$ cat config.mk
export PLATFORM = sky130hd
export DESIGN_NAME = param_fifo_flat
export DESIGN_NICKNAME = d
export VERILOG_FILES = /design/src/rtl/param_fifo_if.sv /design/src/rtl/param_fifo.sv /design/src/flat_wrapper.sv
export SDC_FILE = /design/constraint.sdc
export NUM_CORES = 1
export LEC_CHECK = 0
export CORE_ASPECT_RATIO = 2
export CORE_MARGIN = 8
export CORE_UTILIZATION = 45
export CTS_BUF_LIST = sky130_fd_sc_hd__clkbuf_8
export DETAILED_ROUTE_END_ITERATION = 6
export PLACE_DENSITY = 0.65
export SYNTH_ARGS = -nofsm -noshare
export SYNTH_HDL_FRONTEND = slang
export SYNTH_SLANG_ARGS = --single-unit
$ cat constraint.sdc
create_clock -name CLK -period 2.25 [get_ports CLK]
set_input_delay 0.5625 -clock CLK [delete_from_list [all_inputs] [get_ports CLK]]
set_output_delay 0.5625 -clock CLK [all_outputs]
set_load 0.01 [all_outputs]
$ cat src/rtl/param_fifo_if.sv
`default_nettype none
// +--------------------------------------------------------------+
// | param_fifo_if : handshake/status bundle for param_fifo       |
// | Rev 1.0                                                      |
// +--------------------------------------------------------------+
interface param_fifo_if #(
   parameter int unsigned DATA_WIDTH = 8,
   parameter int unsigned DEPTH      = 8
);
   localparam int unsigned AW = $clog2(DEPTH);

   logic                  WRITE;
   logic [DATA_WIDTH-1:0] DATA_IN;
   logic                  READ;
   logic [DATA_WIDTH-1:0] DATA_OUT;
   logic                  VALID_OUT;
   logic                  FULL;
   logic                  EMPTY;
   logic                  almost_Full;
   logic                  almost_Empty;
   logic [AW:0]           FILL_LEVEL;
   logic                  OVERFLOW;
   logic                  UNDERFLOW;

   modport master (
      output WRITE, DATA_IN, READ,
      input  DATA_OUT, VALID_OUT, FULL, EMPTY, almost_Full, almost_Empty,
             FILL_LEVEL, OVERFLOW, UNDERFLOW
   );

   modport slave (
      input  WRITE, DATA_IN, READ,
      output DATA_OUT, VALID_OUT, FULL, EMPTY, almost_Full, almost_Empty,
             FILL_LEVEL, OVERFLOW, UNDERFLOW
   );
endinterface
`default_nettype wire

$ cat src/rtl/param_fifo.sv
`default_nettype none
// +--------------------------------------------------------------+
// | param_fifo : parametrised synchronous circular-buffer FIFO   |
// | with registered output and almost-full/almost-empty flags.   |
// | Rev 1.0                                                      |
// +--------------------------------------------------------------+
module param_fifo #(
   parameter int unsigned DATA_WIDTH = 8,
   parameter int unsigned DEPTH      = 8,
   parameter int unsigned AF_THRESH  = DEPTH - 2,
   parameter int unsigned AE_THRESH  = 1
) (
   input wire logic    CLK,
   input wire logic    RESET,
   param_fifo_if.slave bus
);
   localparam int unsigned AW = $clog2(DEPTH);

   logic [DATA_WIDTH-1:0] r_mem [DEPTH];
   logic [AW-1:0]         r_wr_ptr;
   logic [AW-1:0]         r_rd_ptr;
   logic [AW:0]           r_count;
   logic [DATA_WIDTH-1:0] r_data_out;
   logic                  r_valid_out;
   logic                  r_full;
   logic                  r_empty;
   logic                  r_almost_full;
   logic                  r_almost_empty;
   logic                  r_overflow;
   logic                  r_underflow;

   logic                  w_rd_acc;
   logic                  w_wr_acc;
   logic [AW:0]           w_next_count;
   logic [31:0]           w_next_ext;

   // Status flags are registered copies of the count, so EMPTY/FULL
   // are exact and can gate acceptance directly.
   assign w_rd_acc = RESET & bus.READ & ~r_empty;
   assign w_wr_acc = RESET & bus.WRITE & (~r_full | w_rd_acc);

   always_comb begin
      w_next_count = r_count;
      if (w_wr_acc && !w_rd_acc) begin
         w_next_count = r_count + 1'b1;
      end else if (!w_wr_acc && w_rd_acc) begin
         w_next_count = r_count - 1'b1;
      end
   end

   assign w_next_ext = {{(31 - AW){1'b0}}, w_next_count};

   always_ff @(posedge CLK or negedge RESET) begin
      if (!RESET) begin
         r_wr_ptr       <= '0;
         r_rd_ptr       <= '0;
         r_count        <= '0;
         r_data_out     <= '0;
         r_valid_out    <= 1'b0;
         r_full         <= 1'b0;
         r_empty        <= 1'b1;
         r_almost_full  <= 1'b0;
         r_almost_empty <= 1'b1;
         r_overflow     <= 1'b0;
         r_underflow    <= 1'b0;
      end else begin
         if (w_wr_acc) begin
            r_wr_ptr <= r_wr_ptr + 1'b1;
         end
         if (w_rd_acc) begin
            r_rd_ptr   <= r_rd_ptr + 1'b1;
            r_data_out <= r_mem[r_rd_ptr];
         end
         r_valid_out    <= w_rd_acc;
         r_count        <= w_next_count;
         r_full         <= (w_next_ext == DEPTH);
         r_empty        <= (w_next_ext == 32'd0);
         r_almost_full  <= (w_next_ext >= AF_THRESH);
         r_almost_empty <= (w_next_ext <= AE_THRESH);
         r_overflow     <= bus.WRITE & ~w_wr_acc;
         r_underflow    <= bus.READ & ~w_rd_acc;
      end
   end

   // Storage is deliberately left out of reset.
   always_ff @(posedge CLK) begin
      if (w_wr_acc) begin
         r_mem[r_wr_ptr] <= bus.DATA_IN;
      end
   end

   assign bus.DATA_OUT     = r_data_out;
   assign bus.VALID_OUT    = r_valid_out;
   assign bus.FULL         = r_full;
   assign bus.EMPTY        = r_empty;
   assign bus.almost_Full  = r_almost_full;
   assign bus.almost_Empty = r_almost_empty;
   assign bus.FILL_LEVEL   = r_count;
   assign bus.OVERFLOW     = r_overflow;
   assign bus.UNDERFLOW    = r_underflow;
endmodule
`default_nettype wire

$ cat src/flat_wrapper.sv
// flat-port wrapper written by rule: the top's interface ports become plain ports
module param_fifo_flat 
#(
   parameter int unsigned DATA_WIDTH = 8,
   parameter int unsigned DEPTH      = 8,
   parameter int unsigned AF_THRESH  = DEPTH - 2,
   parameter int unsigned AE_THRESH  = 1
)
  (CLK, RESET, bus_WRITE, bus_DATA_IN, bus_READ, bus_DATA_OUT, bus_VALID_OUT, bus_FULL, bus_EMPTY, bus_almost_Full, bus_almost_Empty, bus_FILL_LEVEL, bus_OVERFLOW, bus_UNDERFLOW);
  param_fifo_if #(.DATA_WIDTH(DATA_WIDTH), .DEPTH(DEPTH)) bus_i ();
  input wire logic CLK;
  input wire logic RESET;
  input wire logic [$bits(bus_i.WRITE)-1:0] bus_WRITE;
  input wire logic [$bits(bus_i.DATA_IN)-1:0] bus_DATA_IN;
  input wire logic [$bits(bus_i.READ)-1:0] bus_READ;
  output wire logic [$bits(bus_i.DATA_OUT)-1:0] bus_DATA_OUT;
  output wire logic [$bits(bus_i.VALID_OUT)-1:0] bus_VALID_OUT;
  output wire logic [$bits(bus_i.FULL)-1:0] bus_FULL;
  output wire logic [$bits(bus_i.EMPTY)-1:0] bus_EMPTY;
  output wire logic [$bits(bus_i.almost_Full)-1:0] bus_almost_Full;
  output wire logic [$bits(bus_i.almost_Empty)-1:0] bus_almost_Empty;
  output wire logic [$bits(bus_i.FILL_LEVEL)-1:0] bus_FILL_LEVEL;
  output wire logic [$bits(bus_i.OVERFLOW)-1:0] bus_OVERFLOW;
  output wire logic [$bits(bus_i.UNDERFLOW)-1:0] bus_UNDERFLOW;
  assign bus_i.WRITE = bus_WRITE;
  assign bus_i.DATA_IN = bus_DATA_IN;
  assign bus_i.READ = bus_READ;
  assign bus_DATA_OUT = bus_i.DATA_OUT;
  assign bus_VALID_OUT = bus_i.VALID_OUT;
  assign bus_FULL = bus_i.FULL;
  assign bus_EMPTY = bus_i.EMPTY;
  assign bus_almost_Full = bus_i.almost_Full;
  assign bus_almost_Empty = bus_i.almost_Empty;
  assign bus_FILL_LEVEL = bus_i.FILL_LEVEL;
  assign bus_OVERFLOW = bus_i.OVERFLOW;
  assign bus_UNDERFLOW = bus_i.UNDERFLOW;
  param_fifo #(.DATA_WIDTH(DATA_WIDTH), .DEPTH(DEPTH), .AF_THRESH(AF_THRESH), .AE_THRESH(AE_THRESH)) u_core (.CLK(CLK), .RESET(RESET), .bus(bus_i));
endmodule
==> results by group <==
Outcome
  – Status: completed

Synthesis
  – Top post-synthesis cells by area: edfxtp_1 (55%), dfrtp_1 (16%), mux4_2 (10%), mux2i_1 (2.3%), nand2_1 (1.6%)
  – Xor/xnor cell area share of the yosys netlist: roughly 2.5%
  – Netlist cell types: 35
  – Post-synthesis mux area share: 12.9%
  – Mapped cell area: about 0.0035 mm2
  – Simple-Gate Fraction of Synth Area: 5.94%
  – Seq cells post-synth: 89
  – Main combinational cell family by area after synthesis: multiplexers
  – Synthesized-area fraction occupied by adder cells: ~1.4%
  – Sequential area share after synthesis: 73.0%
  – Leading area contributor after synthesis: edfxtp_1
  – Yosys top cell area share: a little over half
  – Syn avg cell area: around 18 um2
  – Cells after Synth: 192
  – Mapped Nets: 208
  – Synth Warn #: 0
  – Synth Area in Compound Gates: under 10%

Floorplanning
  – Site Rows: 45
  – Die area: 0.0110 mm2
  – Core area: around 0.0075 mm2
  – Die X-Extent: 78.3 um
  – Initial Util: 46.3%
  – Die Y: 141 um
  – IO Pins: 31

Timing
  – Crit share post-route: slightly below 90%
  – Final setup viols: 0
  – Slew @ Worst Pin: approximately 0.6 ns
  – Setup TNS: 0 ns
  – Fmax: 0.498 GHz
  – Fin. max-slew vios: 0
  – Final WS setup: around 0.24 ns
  – Final Hold Viols: 0
  – Setup Skew: between 0.008 and 0.009 ns
  – Min Hold Slack: 0.478 ns
  – Max_slew headroom: 59.9%
  – Fin crit period: approximately 2 ns
  – RSZ-0062 raised after global routing: no

GRT
  – GR met1 Demand/Resource: 12.4%
  – GR Layer Usage met3: under 10%
  – Met2 usage in global routing: 20.3%
  – Vias in the first global route: 1,915
  – GR Overflow Total: 0
  – All-layer global routing usage: 11.9%
  – Busiest grt layer: met2
  – Number of antenna violations at the first check in global routing: 0
  – Largest net degree at the start of global routing: 26
  – First-pass GRT wire length: 9780 um

Routing
  – # DRC: 0
  – Post-route ant nets: 0
  – Vias per std cell: about 5.2
  – Via Count: 1,779
  – WL per Instance: between 15 and 20 um
  – Pre-antenna DRT Iters: 4
  – Number of DRC markers in iteration 0: 100
  – Routed wire length: 5980 um

CTS
  – Post_cts resized: 0
  – Postcts setup bufs: 0
  – Root Buffer: clkbuf_8
  – Maximum clock path buffer count: 2
  – Later-pin clock latency in the skew report: ~0.34 ns
  – CTS sink count: 89
  – CTS Hold Bufs: 0
  – Htree depth: 3
  – Clock transition at path regs: 0.08 ns
  – CTS tree: built
  – Num CTS Buffers: 9

Power and ir drop
  – Pwr dens: 1130 mW/mm2
  – Pwr Total: 4.72 mW
  – Max VDD drop: 0.533 mV
  – Pleak: about 1.5 nW

Final layout
  – P&R area growth vs syn: 19.4%
  – Multi-input combinational cell area: 893 um2
  – Fill count: 636
  – # diodes: 0
  – Fin util: 55.3%
  – Share of layout cells above drive strength 1: a little under a quarter
  – Final net count: 258
  – Storage element area: 0.00255 mm2

Critical path
  – Flop2flop setup slack: 0.46 ns
  – Req. time, crit path: 2.53 ns
  – Largest fanout on the critical path: 6
  – Reg2reg end: u_core.bus.EMPTY
  – Critical path class: input port to register
  – Worst R2R Start: u_core.bus.EMPTY
  – Setup crit start: bus_READ
  – Critical path arrival: 2.29 ns
  – Crit path to: u_core.bus.almost_Full
  – Reg2Reg Depth: 5
  – Startpoint types: input port
  – Worst Setup End Kind: register

Run
  – # Max-Cap Violations: 0

Place
  – Dpl hpwl: between 4000 and 5000 um
  – Final Wtd Congestion: 0.752
  – Number of port buffers: 30
  – DP Worst Slack: -0.0921 ns

Worst hold path
  – Worst hold path type: register to register
  – Hold Crit Start: u_core.bus.DATA_OUT[3]
## flip-flops by register name, summed over array words and instances (netlist names)
register / count
u_core.bus.almost_Empty: 1
u_core.bus.VALID_OUT: 1
u_core.r_mem: 64
u_core.bus.almost_Full: 1
u_core.r_rd_ptr: 3
u_core.bus.DATA_OUT: 8
u_core.bus.FILL_LEVEL: 4
u_core.bus.FULL: 1
u_core.bus.EMPTY: 1
u_core.bus.UNDERFLOW: 1
u_core.r_wr_ptr: 3
u_core.bus.OVERFLOW: 1
## where the power goes
part / switching [mW] / internal [mW]
combinational: 0.689 / 0.822
clock: 0.508 / 0.424
sequential: 0.221 / 2.05
total: 1.42 / 3.30
## synthesized netlist by cell type
library cell  count
buf_2             2
dfrtp_1          23
mux2_2            1
a31oi_1           1
a2bb2oi_1         1
nor2b_1           3
mux2i_1           8
xor2_2            1
nand3_1           1
o21ai_0          10
buf_1             2
edfxtp_1         64
xnor2_1           4
a21o_1            1
clkbuf_1          2
dfstp_2           2
nor4b_2           1
nand2b_1          2
mux4_2           16
xnor2_4           1
nor4_2            1
and2_1            1
a211oi_1          1
or3_4             1
nand3b_1          1
ha_1              4
nand2_1          15
buf_4             1
nor2_1            8
nor3_1            4
o32ai_2           1
inv_1             5
xor2_1            1
or3_1             1
nand2_2           1
## layout make-up
type | count | area share, %
Clock buffer | 10 | 3.30
Timing Repair Buffer | 46 | 10.1
Sequential cell | 89 | 61.1
Tap cell | 94 | 2.82
Inverter | 5 | 0.450
Multi-Input combinational cell | 91 | 21.4
Clock inverter | 6 | 0.810
## cells in the final DEF, fill, tap and decap left out, types with 6 or more instances in the layout
cell type         n
edfxtp_1         64
clkdlybuf4s50_1  30
dfrtp_1          23
mux4_2           16
buf_4            16
nand2_1          15
o21ai_0          10
clkbuf_8         10
nor2_1            8
mux2i_1           8
inv_1             6
## logic make-up (layout without fill, tap and decap cells)
kind of cell | Yosys count | after routing
XOR/XNOR | 7 | 7
multiplexers | 25 | 25
AO/OA/AOI/OAI | 15 | 15
adder cells (fa/ha/maj) | 4 | 4
AND/OR/NAND/NOR | 40 | 40
buffers and inverters | 12 | 67
flip-flops | 89 | 89
## worst max-delay path: stages
cell and delay, ns:
clkdlybuf4s50_1 0.47, buf_4 0.11, nand3b_1 0.21, nor2_1 0.21, a211oi_1 0.07, a31oi_1 0.44, a21o_1 0.19
## worst min-delay path by stage
| stage | depth (start not counted) | to |
|---|---|---|
| global route | 2 | u_core.bus.DATA_OUT[3] |
| CTS | 2 | u_core.bus.DATA_OUT[3] |
| global placement | 2 | u_core.bus.DATA_OUT[3] |
| detailed placement | 2 | u_core.bus.DATA_OUT[3] |
| floorplan | 0 | u_core.bus.DATA_OUT[0] |
| finish | 2 | u_core.bus.DATA_OUT[3] |
## layer usage
metal  vias to the layer above  part of all wire [%]
met3                        12                   3.8
li1                        828                     -
met1                       903                    38
met4                         0                   2.8
met5                         -                     0
met2                        36                    55
## through the flow
stage	instance area, um2	instances
4_1_cts	4170	341
6_report	4170	341
3_5_place_dp	4000	325
5_1_grt	4170	341
2_1_floorplan	3490	192
3_3_place_gp	4000	325
No activity file was read; power rests on OpenSTA's default activity.
